File: src/rtl/unidade_controle_niveis.sv
// unidade_controle_niveis: Moore game-control FSM for the drone game.
// Tracks lives and level progression and supports a pause mode.
// The game always starts at level 0 with N_VIDAS lives.
// Optional build macro: VIDA_EXTRA_EN. When defined, the player gains one
// life when advancing to the next level, saturating at N_VIDAS.
module unidade_controle_niveis #(
  parameter int N_VIDAS  = 3,
  parameter int N_NIVEIS = 4,
  parameter int VW       = 4,
  parameter int NW       = 4
) (
  input  logic          clock,
  input  logic          reset,
  input  logic          iniciar,
  input  logic          pausar,
  input  logic          fim_espera,
  input  logic          fim_mapa,
  input  logic          colisao,
  output logic          zeraPosicoes,
  output logic          contaT,
  output logic          zeraT,
  output logic          desloca,
  output logic          perdeu_vida,
  output logic          pausado,
  output logic          venceu,
  output logic          perdeu,
  output logic [NW-1:0] nivel,
  output logic [VW-1:0] vidas,
  output logic [3:0]    db_estado
);

  // The enum values are the codes shown on the debug display.
  typedef enum logic [3:0] {
    ST_INICIAL       = 4'h0,
    ST_PREPARACAO    = 4'h1,
    ST_INICIO_RODADA = 4'h2,
    ST_ESPERA        = 4'h3,
    ST_DESLOCAMENTO  = 4'h4,
    ST_CHECA_COLISAO = 4'h5,
    ST_PROXIMO       = 4'h6,
    ST_DERROTA       = 4'h7,
    ST_VITORIA       = 4'h8,
    ST_PERDA_VIDA    = 4'h9,
    ST_PROX_NIVEL    = 4'hA,
    ST_PAUSA         = 4'hB
  } estado_t;

  localparam logic [VW-1:0] VIDAS_INI = VW'(N_VIDAS);
  localparam logic [NW-1:0] ULTIMO    = NW'(N_NIVEIS - 1);

  estado_t estado;
  estado_t estado_prox;

  logic ultimo_nivel;
  logic ultima_vida;

  assign ultimo_nivel = (nivel == ULTIMO);
  assign ultima_vida  = (vidas <= VW'(1));

  // State register.
  always_ff @(posedge clock or posedge reset) begin
    if (reset) estado <= ST_INICIAL;
    else       estado <= estado_prox;
  end

  // Next-state decode; inputs matter only in their decision states.
  always_comb begin
    estado_prox = ST_INICIAL;
    case (estado)
      ST_INICIAL, ST_DERROTA, ST_VITORIA:
        estado_prox = iniciar ? ST_PREPARACAO : estado;
      ST_PREPARACAO:    estado_prox = ST_INICIO_RODADA;
      ST_INICIO_RODADA: estado_prox = ST_ESPERA;
      ST_ESPERA: begin
        // A pause request beats an expiring timer in the same cycle.
        if (pausar)          estado_prox = ST_PAUSA;
        else if (fim_espera) estado_prox = ST_DESLOCAMENTO;
        else                 estado_prox = ST_ESPERA;
      end
      ST_PAUSA: begin
        if (iniciar)     estado_prox = ST_PREPARACAO;
        else if (pausar) estado_prox = ST_ESPERA;
        else             estado_prox = ST_PAUSA;
      end
      ST_DESLOCAMENTO:  estado_prox = ST_CHECA_COLISAO;
      ST_CHECA_COLISAO: begin
        if (!colisao)         estado_prox = ST_PROXIMO;
        else if (ultima_vida) estado_prox = ST_DERROTA;
        else                  estado_prox = ST_PERDA_VIDA;
      end
      ST_PERDA_VIDA:    estado_prox = ST_INICIO_RODADA;
      ST_PROXIMO: begin
        if (!fim_mapa)        estado_prox = ST_INICIO_RODADA;
        else if (ultimo_nivel) estado_prox = ST_VITORIA;
        else                   estado_prox = ST_PROX_NIVEL;
      end
      ST_PROX_NIVEL:    estado_prox = ST_INICIO_RODADA;
      default:          estado_prox = ST_INICIAL;
    endcase
  end

  // Lives and level counters, updated on the edge leaving their state.
  always_ff @(posedge clock or posedge reset) begin
    if (reset) begin
      vidas <= VIDAS_INI;
      nivel <= '0;
    end else begin
      case (estado)
        ST_PREPARACAO: begin
          vidas <= VIDAS_INI;
          nivel <= '0;
        end
        ST_CHECA_COLISAO: begin
          if (colisao && vidas != '0) vidas <= vidas - VW'(1);
        end
        ST_PROXIMO: begin
          if (fim_mapa && !ultimo_nivel) begin
            nivel <= nivel + NW'(1);
`ifdef VIDA_EXTRA_EN
            if (vidas < VIDAS_INI) vidas <= vidas + VW'(1);
`endif
          end
        end
        default: ;
      endcase
    end
  end

  // Moore output decode; pausa leaves both timer controls low so it holds.
  always_comb begin
    zeraPosicoes = 1'b0;
    contaT       = 1'b0;
    zeraT        = 1'b0;
    desloca      = 1'b0;
    perdeu_vida  = 1'b0;
    pausado      = 1'b0;
    venceu       = 1'b0;
    perdeu       = 1'b0;
    db_estado    = 4'hF;
    case (estado)
      ST_INICIAL: begin
        zeraPosicoes = 1'b1;
        zeraT        = 1'b1;
        db_estado    = 4'h0;
      end
      ST_PREPARACAO: begin
        zeraPosicoes = 1'b1;
        zeraT        = 1'b1;
        db_estado    = 4'h1;
      end
      ST_INICIO_RODADA: begin
        zeraT     = 1'b1;
        db_estado = 4'h2;
      end
      ST_ESPERA: begin
        contaT    = 1'b1;
        db_estado = 4'h3;
      end
      ST_DESLOCAMENTO: begin
        desloca   = 1'b1;
        db_estado = 4'h4;
      end
      ST_CHECA_COLISAO: db_estado = 4'h5;
      ST_PROXIMO: begin
        zeraT     = 1'b1;
        db_estado = 4'h6;
      end
      ST_DERROTA: begin
        perdeu    = 1'b1;
        db_estado = 4'h7;
      end
      ST_VITORIA: begin
        venceu    = 1'b1;
        db_estado = 4'h8;
      end
      ST_PERDA_VIDA: begin
        zeraPosicoes = 1'b1;
        zeraT        = 1'b1;
        perdeu_vida  = 1'b1;
        db_estado    = 4'h9;
      end
      ST_PROX_NIVEL: begin
        zeraPosicoes = 1'b1;
        zeraT        = 1'b1;
        db_estado    = 4'hA;
      end
      ST_PAUSA: begin
        pausado   = 1'b1;
        db_estado = 4'hB;
      end
      default: db_estado = 4'hF;
    endcase
  end

endmodule

File: config.mk
export PLATFORM = sky130hd
export DESIGN_NAME = unidade_controle_niveis
export DESIGN_NICKNAME = d
export VERILOG_FILES = /design/src/rtl/unidade_controle_niveis.sv
export SDC_FILE = /design/constraint.sdc
export NUM_CORES = 1
export LEC_CHECK = 0
export BUFFER_PORTS_ARGS = -buffer_cell sky130_fd_sc_hd__buf_4
export CORE_ASPECT_RATIO = 0.9
export CORE_MARGIN = 5
export CORE_UTILIZATION = 45
export CTS_CLUSTER_DIAMETER = 120
export CTS_CLUSTER_SIZE = 8
export DETAILED_ROUTE_END_ITERATION = 8
export GPL_TIMING_DRIVEN = 0
export PLACE_DENSITY = 0.74
export SYNTH_ARGS = -nofsm -noshare
export SYNTH_HDL_FRONTEND = slang
export SYNTH_SLANG_ARGS = --single-unit
export TNS_END_PERCENT = 50
File: constraint.sdc
create_clock -name clock -period 1.5 [get_ports clock]
set_input_delay 0.3 -clock clock [delete_from_list [all_inputs] [get_ports clock]]
set_output_delay 0.3 -clock clock [all_outputs]
set_load 0.1 [all_outputs]
Yosys cells after proc, flatten, opt, wreduce, memory -nomap -nowiden
Index checks and enable logic that the tools add are counted.

Flip-flop bits (word level): 12. Output and inout port bits: 20. Word-level logic and storage cells: 57.

Add/sub/neg operators: 2. Order comparisons: 1. Equality and inequality tests: 15. Multiplexer cells: 23. Reduce and logical (&&, ||, !) cells: 13.

Operators by type and width (count): $pmux 4 s12 (1); $mux 4 (9); $pmux 4 s8 (1); $eq 4x3->1 const B (4); $eq 4x4->1 const B (4); $pmux 4 s2 (2); $eq 4x2->1 const B (3); $mux 1 (8); $ne 2x2->1 const B (3); $reduce_or 3->1 (2); $reduce_or 6->1 (1); $add 4x1->4 const B (1); $eq 4x1->1 const B (1); $le 4x1->1 const B (1); $logic_not 4->1 (1); $reduce_and 2->1 (2); $reduce_bool 2->1 (2); $reduce_bool 4->1 (1); $reduce_or 4->1 (1); $sub 4x1->4 const B (1); $mux 3 (1); $logic_and 1x1->1 (2); $mux 2 (1); $logic_not 1->1 (1).

Logic depth before layout (Yosys ltp)
Gate-level depths: netlist (run 1).

Depth after elaboration: 5. Depth in mapped cells: 6. Gate-level depth less buffers: 6.

Least setup slack after synthesis (run 1)
OpenSTA, ideal clock, no wires.

Path type: register to output. Start: register estado[3]. End: output venceu. Data arrival time: 2814 ps. Data required time: 1200 ps. Setup slack: -1614 ps. Cell stages (with the launch flop): 4. Cells stage by stage: dfrtp_1 -> clkbuf_1 -> nand2_1 -> nor3_1.

Cells in the longest elaborated chain, start to end: 2.

RTL lines: start: declaration (line 51) `estado_t estado;`; start signal: assignment (line 63) `else estado <= estado_prox;`; $eq 4x4->1 (line 140) `case (estado)`; $mux 1 (line 140); end: declaration (line 25) `output logic venceu,`.

Every way passes these cells.

Worst setup path in the final report (run 1)
Start: register estado[0]. End: output zeraT.

Cells in the longest elaborated chain, start to end: 3. Elaborated cells on any way between the ends: 8. Classes of those cells: eq/ne (5); mux (1); reduce/logical (2).

RTL lines: $eq 4x3->1, or another cell as far along (line 140); $reduce_or 6->1 (no source line) (*); $mux 1 (*) (line 140); end: declaration (line 21) `output logic zeraT,`.

Mark *: on every way between the ends. The rest lies on a longest branch, timed or not.

==> flow_metrics.tcl, run 1 <==
set metrics [dict create \
    crit_start "estado[0]$_DFFE_PP0P_" \
    gp_congestion 0.853 \
    synthTopCellsByArea "dfrtp_1 28%, dfstp_2 5.9%, ha_1 5.6%" \
    ys_async_sr_fraction 1.00 \
    die_area_mm2 0.00298 \
    worstMarginPinSlew_ps 493 \
    vias_per_cell 6.29 \
    drc_errors 0 \
    drive_above_1_share 0.631 \
    cp.required_ps 1200 \
    drt_iter0_markers 67 \
    ios 27 \
    antenna_found_initial 0 \
    post-route-util 0.942 \
    die_x_um 57.0 \
    grt_max_degree 13 \
    endpoint_kind "output pin" \
    synthTopCellsByCount "12 x nor2_1, 10 x dfrtp_1, 8 x nand2_1" \
    swShare 0.554 \
    max_freq_ghz 0.572 \
    combPwrFrac 0.819 \
    grt_overflow 0 \
    layout_setup_ws_ps -247 \
    cpPeakStageDelay_ps 420 \
    clk_latency_ps 270 \
    synth.most_common_cell "nor2_1" \
    wl_per_cell_um 22.9 \
    hold_path_class "input port to asynchronous set/reset pin" \
    syn_area_per_cell_um2 8.22 \
    grt_use_total 0.231 \
    finalPower_mw 4.49 \
    grt_first_pass_wirelength_um 5160 \
    path_cells "buf_6 -> nor2b_4 -> o21ai_2 -> and3_4 -> buf_12" \
    p_int_mw 2.00 \
    arrival_ps 1450 \
    critPathBufInv 2 \
    finalCritPeriodShare 1.16 \
    cp_max_fo 8 \
    rsz0062_at_grt "yes" \
    nNetsFinal 172 \
    fin_crit_ps 1750 \
    yosysTopAreaCell "dfrtp_1" \
    num_vias 1163 \
    cap_violations 0 \
    ant_nets 0 \
    syn-num-nets 120 \
    cts.path.max_buffers 2 \
    cts-root-buf "clkbuf_4" \
    setup_violations 19 \
    r2r_cells 6 \
    pwr-share-clk 0.058 \
    dieHeight_um 52.3 \
    synth-seq-cells 12 \
    clock-skew-final_ps 5.28 \
    yosysSeqAreaShare 0.338 \
    initial_utilization 0.468 \
    synthCells 109 \
    hold_viol_final 0 \
    port_buffers 26 \
    synth_top_area_share 0.279 \
    ys.flop_type "dfrtp_1" \
    ys_types 43 \
    synth_area_um2 896 \
    critPathKind "flop to output pin" \
    regToRegStartpoint "vidas[0]$_DFFE_PP1P_" \
    grt_pass1_vias 1064 \
    yosys_warnings 0 \
    powerDensity_mw_per_mm2 2490 \
    coreArea_mm2 0.00191 \
    cts_sinks 12 \
    rows 15 \
    pwr-share-seq 0.122 \
    synth_enable_flop_cells 0 \
    cts_tree "built" \
    htreeDepth 1 \
    firstDrtPassIters 4 \
    max-vdd-ir-drop_v 0.00182 \
    crit_path_end "zeraT" \
    outcome "finished with violations" \
    clk_pin_slew_ps 80 \
    rr_endpoint "estado[1]$_DFFE_PP0P_" \
    num_antenna_cells 0 \
    p_switching_mw 2.49 \
    dpl.hpwl_um 1900 \
    tns_ps -2350 \
    wirelength_um 4240 \
    drv_slew 0 \
    cts_inserted_buffers 3 \
    violations "negative setup slack" \
    reg2reg_slack_ps -130 \
    path_depth 5 \
    relSlewSlack 0.671 \
    cp_slowest_cell "dfrtp_1" \
    startpoint_type "flop" \
    critPathTopFamily "flip-flops" \
    p_leak_nw 0.791 \
    areaGrowthSynthToFinish_pct 101 \
]
==> layout make-up <==
type	count	area (um2)
buffer	7	96.3
clock buffer	4	36.3
fill	56	110
inverter	6	40.0
multi-input combinational	84	742
sequential	12	327
tap	25	31.3
timing repair buffer	47	532
==> placed cells by master, fill, tap and decap left out, types with 4 or more instances in the layout <==
| cell | instances |
|---|---|
| nor2_1 | 8 |
| dfrtp_2 | 4 |
| buf_4 | 25 |
| buf_12 | 11 |
| buf_6 | 13 |
| o21ai_1 | 5 |
==> through the flow <==
step	setup WS [ps]	instance area [um2]	hold WS [ps]	instances
6_report	-247	1800	48.3	185
5_1_grt	-290	1800	80.7	185
4_1_cts	-231	1620	38.6	174
3_5_place_dp	-149	1300	339	160
3_3_place_gp	-97.2	1300	331	160
2_1_floorplan	-271	1080	163	109
==> power groups by stage <==
| stage | registers [mW] | logic, mW | clock network, mW |
|---|---|---|---|
| after floorplan | 0.746 | 1.86 | 0 |
| after global placement | 0.532 | 2.47 | 0 |
| after detailed placement | 0.538 | 2.51 | 0 |
| after CTS | 0.534 | 3.12 | 0.261 |
| after global routing | 0.559 | 3.79 | 0.286 |
| final | 0.548 | 3.68 | 0.262 |
==> repair_timing <==
| action | in CTS | in global routing |
|---|---|---|
| hold endpoints to repair | 0 | 0 |
| resized for setup | 49 | 24 |
| gates cloned | 0 | 1 |
| buffers inserted | 10 | 10 |
| hold buffers | 0 | 0 |
| endpoints found under the setup margin | 16 | 22 |
| pin swaps | 8 | 13 |
==> routing by layer <==
metal  vias to the layer above  global-route usage  routed length, um
met5                         -                   0                  0
met3                        17              0.0640                327
li1                        489                   -                  -
met4                         0              0.0927                146
met2                        80               0.405               2130
met1                       577               0.267               1640
==> cell families after synthesis <==
logic type                 count (synthesis)  synth area share
muxes                                      2            0.0237
adders and majority gates                  4            0.0559
and+or+nand+nor                           48             0.291
AOI/OAI and AO/OA                         28             0.211
buffers and inverters                     13            0.0614
xor gates and xnor gates                   2            0.0196
DFF                                       12             0.338
==> worst register-to-register path: stages (launching register included) <==
cell	delay (ps)
dfstp_4	670
inv_4	60
ha_1	220
nor2_2	110
o31ai_2	100
o21ai_1	210
o311ai_1	140
==> worst min path at each step <==
stage,from,end,slack [ps],cells past startpoint
floorplan,reset,estado[0]$_DFFE_PP0P_,160,1
CTS,reset,nivel[1]$_DFFE_PP0P_,40,2
finish,reset,estado[0]$_DFFE_PP0P_,50,2
detailed placement,reset,nivel[1]$_DFFE_PP0P_,340,2
global placement,reset,nivel[0]$_DFFE_PP0P_,330,2
global route,reset,vidas[2]$_DFFE_PP0P_,80,2
==> flip-flops by register name, summed over array words and instances (netlist names) <==
signal and cells:
estado 4, nivel 4, vidas 4
Note: power is estimated with default switching activity, not from simulation.
==> inputs of run 2 (changes only) <==
--- a/config.mk
+++ b/config.mk
@@ -5,10 +5,12 @@
 export SDC_FILE = /design/constraint.sdc
 export NUM_CORES = 1
 export LEC_CHECK = 0
+export ABC_AREA = 1
 export BUFFER_PORTS_ARGS = -buffer_cell sky130_fd_sc_hd__buf_4
 export CORE_ASPECT_RATIO = 0.9
 export CORE_MARGIN = 5
-export CORE_UTILIZATION = 45
+export CORE_UTILIZATION = 46
+export CTS_BUF_LIST = sky130_fd_sc_hd__clkbuf_16
 export CTS_CLUSTER_DIAMETER = 120
 export CTS_CLUSTER_SIZE = 8
 export DETAILED_ROUTE_END_ITERATION = 8
==> run 2 against run 1 <==
  * The run still ends with negative setup slack left
  * Sequential share of layout area up 0.62 points
  * First-iteration DRC count rose by 60%
  * Sequential cell count did not move
  * Synthesized cell count increased by 35%
  * Via count rose by 14%
  * Area after synthesis rose by 5.4%
  * Global-route usage down 0.36 points
==> flow_metrics.tcl, run 2 <==
set metrics [dict create \
    arrival_ps 1990 \
    reg2reg_slack_ps -320 \
    yosysSeqAreaShare 0.321 \
    outcome "finished with violations" \
    wirelength_um 4460 \
    grt_pass1_vias 1090 \
    dieHeight_um 53.0 \
    postLayoutCellArea_mm2 0.00170 \
    num_vias 1324 \
    path_depth 12 \
    hold_buffers 0 \
    grt_use_total 0.228 \
    drc_errors 0 \
    nNetsFinal 212 \
    cp.required_ps 1660 \
    cts_sinks 12 \
    synthTopCellsByArea "dfrtp_1 26%, nand2_1 19%, nand3_1 11%" \
    wl_per_cell_um 19.8 \
    initial_utilization 0.489 \
    yosys_warnings 0 \
    yosysTopAreaCell "dfrtp_1" \
    finalCritPeriodShare 1.22 \
    grt_max_degree 13 \
    ant_nets 0 \
    ys_async_sr_fraction 1.00 \
    rows 15 \
    hold_viol_final 0 \
    synth-seq-cells 12 \
    clock-skew-final_ps 1.51 \
    largestRegisters "estado (4), nivel (4), vidas (4)" \
    clk_pin_slew_ps 40 \
    gp_congestion 0.910 \
    synth_area_um2 945 \
    layout_commonest_cell "nand2_1" \
    fin_cells 225 \
    critPathBufInv 5 \
    post-route-util 0.882 \
    r2r_cells 12 \
    synth_top_area_share 0.265 \
    syn-num-nets 158 \
    synthCells 147 \
    ys.flop_type "dfrtp_1" \
    drt_iter0_markers 107 \
    endpoint_kind "flop" \
    hold_path_class "input port to asynchronous set/reset pin" \
    port_buffers 26 \
    ys_types 23 \
    die_x_um 57.8 \
    path_cells "buf_6 -> nor2_4 -> nand2_2 -> buf_4 -> buf_4 -> buf_4 -> buf_4 -> nand2_4 -> nor2_1 -> nand2_1 -> nand2_1 -> nand2_1" \
    num_antenna_cells 0 \
    cp_max_fo 4 \
    fin_crit_ps 1820 \
    rr_endpoint "estado[0]$_DFFE_PP0P_" \
    dpl.hpwl_um 1910 \
    clk_latency_ps 240 \
    detailedPlace.worstSlack_ps -308 \
    drv_slew 0 \
    coreArea_mm2 0.00193 \
    n_fill_cell 79 \
    grt_overflow 0 \
    cp_common_cell "buf_4" \
    startpoint_type "flop" \
    cpPeakStageDelay_ps 460 \
    cts_tree "built" \
    rsz0062_at_grt "yes" \
    max_freq_ghz 0.548 \
    worstMarginPinSlew_ps 478 \
    critPathKind "flop to flop" \
    firstDrtPassIters 7 \
    drive_above_1_share 0.500 \
    layout_setup_ws_ps -325 \
    crit_start "estado[0]$_DFFE_PP0P_" \
    violations "negative setup slack" \
    antenna_found_initial 0 \
    syn_area_per_cell_um2 6.43 \
    setup_violations 17 \
    cap_violations 0 \
    synth_enable_flop_cells 0 \
    cts_inserted_buffers 3 \
    cts.path.max_buffers 2 \
    final_cell_mix "38 x nand2_1, 34 x buf_4, 19 x nand3_1" \
    dpl-instance-area_mm2 0.00122 \
    vias_per_cell 5.88 \
    synthTopCellsByCount "49 x nand2_1, 23 x inv_1, 20 x nand3_1" \
    critPathTopFamily "buffers and inverters" \
    grt_first_pass_wirelength_um 5240 \
    relSlewSlack 0.681 \
    synth.most_common_cell "nand2_1" \
    cts-root-buf "clkbuf_16" \
    ios 27 \
    areaGrowthSynthToFinish_pct 80.4 \
    die_area_mm2 0.00306 \
    htreeDepth 1 \
    cp_slowest_cell "dfrtp_2" \
    post-place-cells 198 \
    regToRegStartpoint "estado[0]$_DFFE_PP0P_" \
]
## run 2: cell types whose count changed in the layout (fill, tap and decap cells not counted), moves of 5 or more
cell     change
inv_1       +13
nand3_1     +16
nor2_4       +5
nand2_1     +35
inv_2        +5
nand2_2      +8
buf_4        +9
## run 2: cell families (layout without fill, tap and decap cells)
logic type | after synthesis | in the layout | share of synthesized area
XOR/XNOR | 3 | 3 | 0.0278
buffers and inverters | 27 | 80 | 0.114
flip-flops | 12 | 12 | 0.321
adder cells (fa/ha/maj) | 4 | 4 | 0.0530
AND/OR/NAND/NOR | 95 | 95 | 0.448
AO/OA/AOI/OAI | 6 | 6 | 0.0371
## run 2: worst max-delay path by stage
stage / endpoint / slack (ps)
after floorplan: zeraT / -900
after global placement: zeraT / -270
after detailed placement: zeraT / -310
after CTS: zeraT / -210
after global routing: contaT / -380
final: estado[0]$_DFFE_PP0P_ / -320
## run 2: layout make-up
| cell class | instances | area, um2 | area share |
|---|---|---|---|
| buffer | 3 | 25.0 | 0.0147 |
| clock buffer | 3 | 75.1 | 0.0441 |
| sequential | 12 | 319 | 0.187 |
| timing repair buffer | 49 | 485 | 0.285 |
| tap | 25 | 31.3 | 0.0184 |
| multi-input combinational | 108 | 663 | 0.389 |
| inverter | 24 | 101 | 0.0595 |
| clock inverter | 1 | 3.75 | 0.00220 |
## run 2: through the flow
stage                     setup TNS (ps)  hold WS, ps
after floorplan                    -5520          163
after global placement              -789          349
after detailed placement            -992          359
after CTS                          -1490          104
after global routing               -4050          131
final                              -3270         80.2
## run 2: what timing repair did
action,4_1_cts,5_1_grt
endpoints found under the setup margin,12,17
setup buffers,18,5
pin swaps,8,11
gates resized for setup,57,15
## run 2: metal layers
metal | share of wire | GRT usage
met5 | 0 | 0
met2 | 0.45 | 0.393
met4 | 0.070 | 0.104
met1 | 0.36 | 0.286
met3 | 0.12 | 0.0220
Power of run 2 is not shown: default switching activity piles up to over one toggle a cycle in this logic, so the estimate is an artifact.
==> inputs of run 3 (changes only) <==
==> constraint.sdc (replaced) <==
create_clock -name clock -period 1.55 [get_ports clock]
set_input_delay 0.31 -clock clock [delete_from_list [all_inputs] [get_ports clock]]
set_output_delay 0.31 -clock clock [all_outputs]
set_load 0.1 [all_outputs]
==> run 3 against run 2 <==
  * The run still ends with negative setup slack left
  * Register-to-register slack improved by 290 ps
  * Critical path depth shrank 5
  * Routed wire length fell by 26%
  * Sequential cell count stayed put
  * Non-clock buffer count down 6
  * Sequential share of layout area increased by 1.1 points
  * First-iteration DRC count shrank 41%
  * Worst hold slack gained 13 ps
  * Design area is 5.7% lower
  * Die area unchanged
  * Highest routed layer unchanged
==> flow_metrics.tcl, run 3 (same netlist as run 2, synthesis figures left out) <==
set metrics [dict create \
    violations "negative setup slack" \
    dpl.hpwl_um 1900 \
    wirelength_um 3300 \
    startpoint_type "flop" \
    regToRegStartpoint "vidas[1]$_DFFE_PP1P_" \
    clk_latency_ps 240 \
    firstDrtPassIters 4 \
    worstMarginPinSlew_ps 489 \
    endpoint_kind "output pin" \
    drv_slew 0 \
    cts_inserted_buffers 3 \
    die_x_um 57.8 \
    port_buffers 26 \
    coreArea_mm2 0.00193 \
    dpl-instance-area_mm2 0.00122 \
    gp_congestion 0.896 \
    vias_per_cell 5.38 \
    outcome "finished with violations" \
    r2r_cells 10 \
    layout_commonest_cell "nand2_1" \
    finalCritPeriodShare 1.16 \
    num_antenna_cells 0 \
    die_area_mm2 0.00306 \
    cp.required_ps 1240 \
    drc_errors 0 \
    clk_pin_slew_ps 40 \
    rows 15 \
    drive_above_1_share 0.454 \
    setup_violations 10 \
    grt_max_degree 13 \
    antenna_found_initial 0 \
    hold_viol_final 0 \
    hold_path_class "input port to asynchronous set/reset pin" \
    grt_first_pass_wirelength_um 4950 \
    num_vias 1178 \
    wl_per_cell_um 15.1 \
    cts_tree "built" \
    max_freq_ghz 0.554 \
    ant_nets 0 \
    layout_setup_ws_ps -253 \
    rr_endpoint "estado[1]$_DFFE_PP0P_" \
    areaGrowthSynthToFinish_pct 70.1 \
    final_cell_mix "42 x nand2_1, 30 x buf_4, 19 x nand3_1" \
    grt_pass1_vias 1123 \
    cts-root-buf "clkbuf_16" \
    drt_iter0_markers 63 \
    cts.path.max_buffers 2 \
    crit_start "estado[3]$_DFFE_PP0P_" \
    cts_sinks 12 \
    critPathKind "flop to output pin" \
    cp_max_fo 4 \
    fin_crit_ps 1800 \
    nNetsFinal 206 \
    multi_input_area_um2 638 \
    n_fill_cell 117 \
    ios 27 \
    largestRegisters "estado (4), nivel (4), vidas (4)" \
    regArea_um2 319 \
    arrival_ps 1490 \
    reg2reg_slack_ps -30 \
    htreeDepth 1 \
    grt_overflow 0 \
    clock-skew-final_ps 2.96 \
    relSlewSlack 0.673 \
    grt_use_total 0.213 \
    postLayoutCellArea_mm2 0.00161 \
    dieHeight_um 53.0 \
    cap_violations 0 \
    initial_utilization 0.489 \
    rsz0062_at_grt "yes" \
]
## run 3: changes by cell type in the layout (fill, tap and decap cells not counted), moves of 2 or more
cell,previous run,this run
nand2_1,38,42
nand2_2,9,7
inv_4,3,1
buf_4,34,30
buf_12,7,5
## run 3: worst max-delay path by stage
stage               endpoint  slack [ps]  depth (start not counted)
floorplan              zeraT        -860                          3
global placement       zeraT        -230                          6
detailed placement     zeraT        -240                          6
CTS                    zeraT        -160                          6
global route           zeraT        -340                          7
finish                 zeraT        -250                          7
## run 3: metal layers
layer / wire length [um] / share of wire / track usage
met1: 1250 / 0.38 / 0.246
met2: 1680 / 0.51 / 0.370
met3: 255 / 0.077 / 0.0341
met4: 110 / 0.033 / 0.124
met5: 0 / 0 / 0
## run 3: layout make-up
class / instances / area share
Inverter: 24 / 0.0600
Clock buffer: 3 / 0.0467
Buffer: 3 / 0.0148
Sequential cell: 12 / 0.199
Timing Repair Buffer: 43 / 0.261
Tap cell: 25 / 0.0195
Clock inverter: 1 / 0.00234
Multi-Input combinational cell: 108 / 0.397
## run 3: metrics by stage
step / setup WS (ps) / util / std cells / hold slack (ps) / setup TNS, ps
after floorplan: -860 / - / 147 / 173 / -4770
after global placement: -228 / 0.629 / 198 / 359 / -509
after detailed placement: -236 / 0.629 / 198 / 373 / -585
after CTS: -163 / 0.788 / 213 / 113 / -834
after global routing: -340 / 0.831 / 219 / 137 / -2140
final: -253 / 0.831 / 219 / 92.7 / -1380
## run 3: what timing repair did
item / 4_1_cts / 5_1_grt
buffers inserted: 11 / 6
pin swaps: 5 / 5
hold buffers: 0 / 0
setup endpoints to repair: 9 / 15
gates cloned: 0 / 0
resized for setup: 47 / 10
## run 3: worst max-delay path: stages (launching register included)
cell and delay, ps:
dfrtp_2 410, inv_2 90, nor2_4 140, nand3_2 100, nand2_1 100, inv_2 50, o211ai_1 110, buf_6 260
Power of run 3 is left out for the same reason.
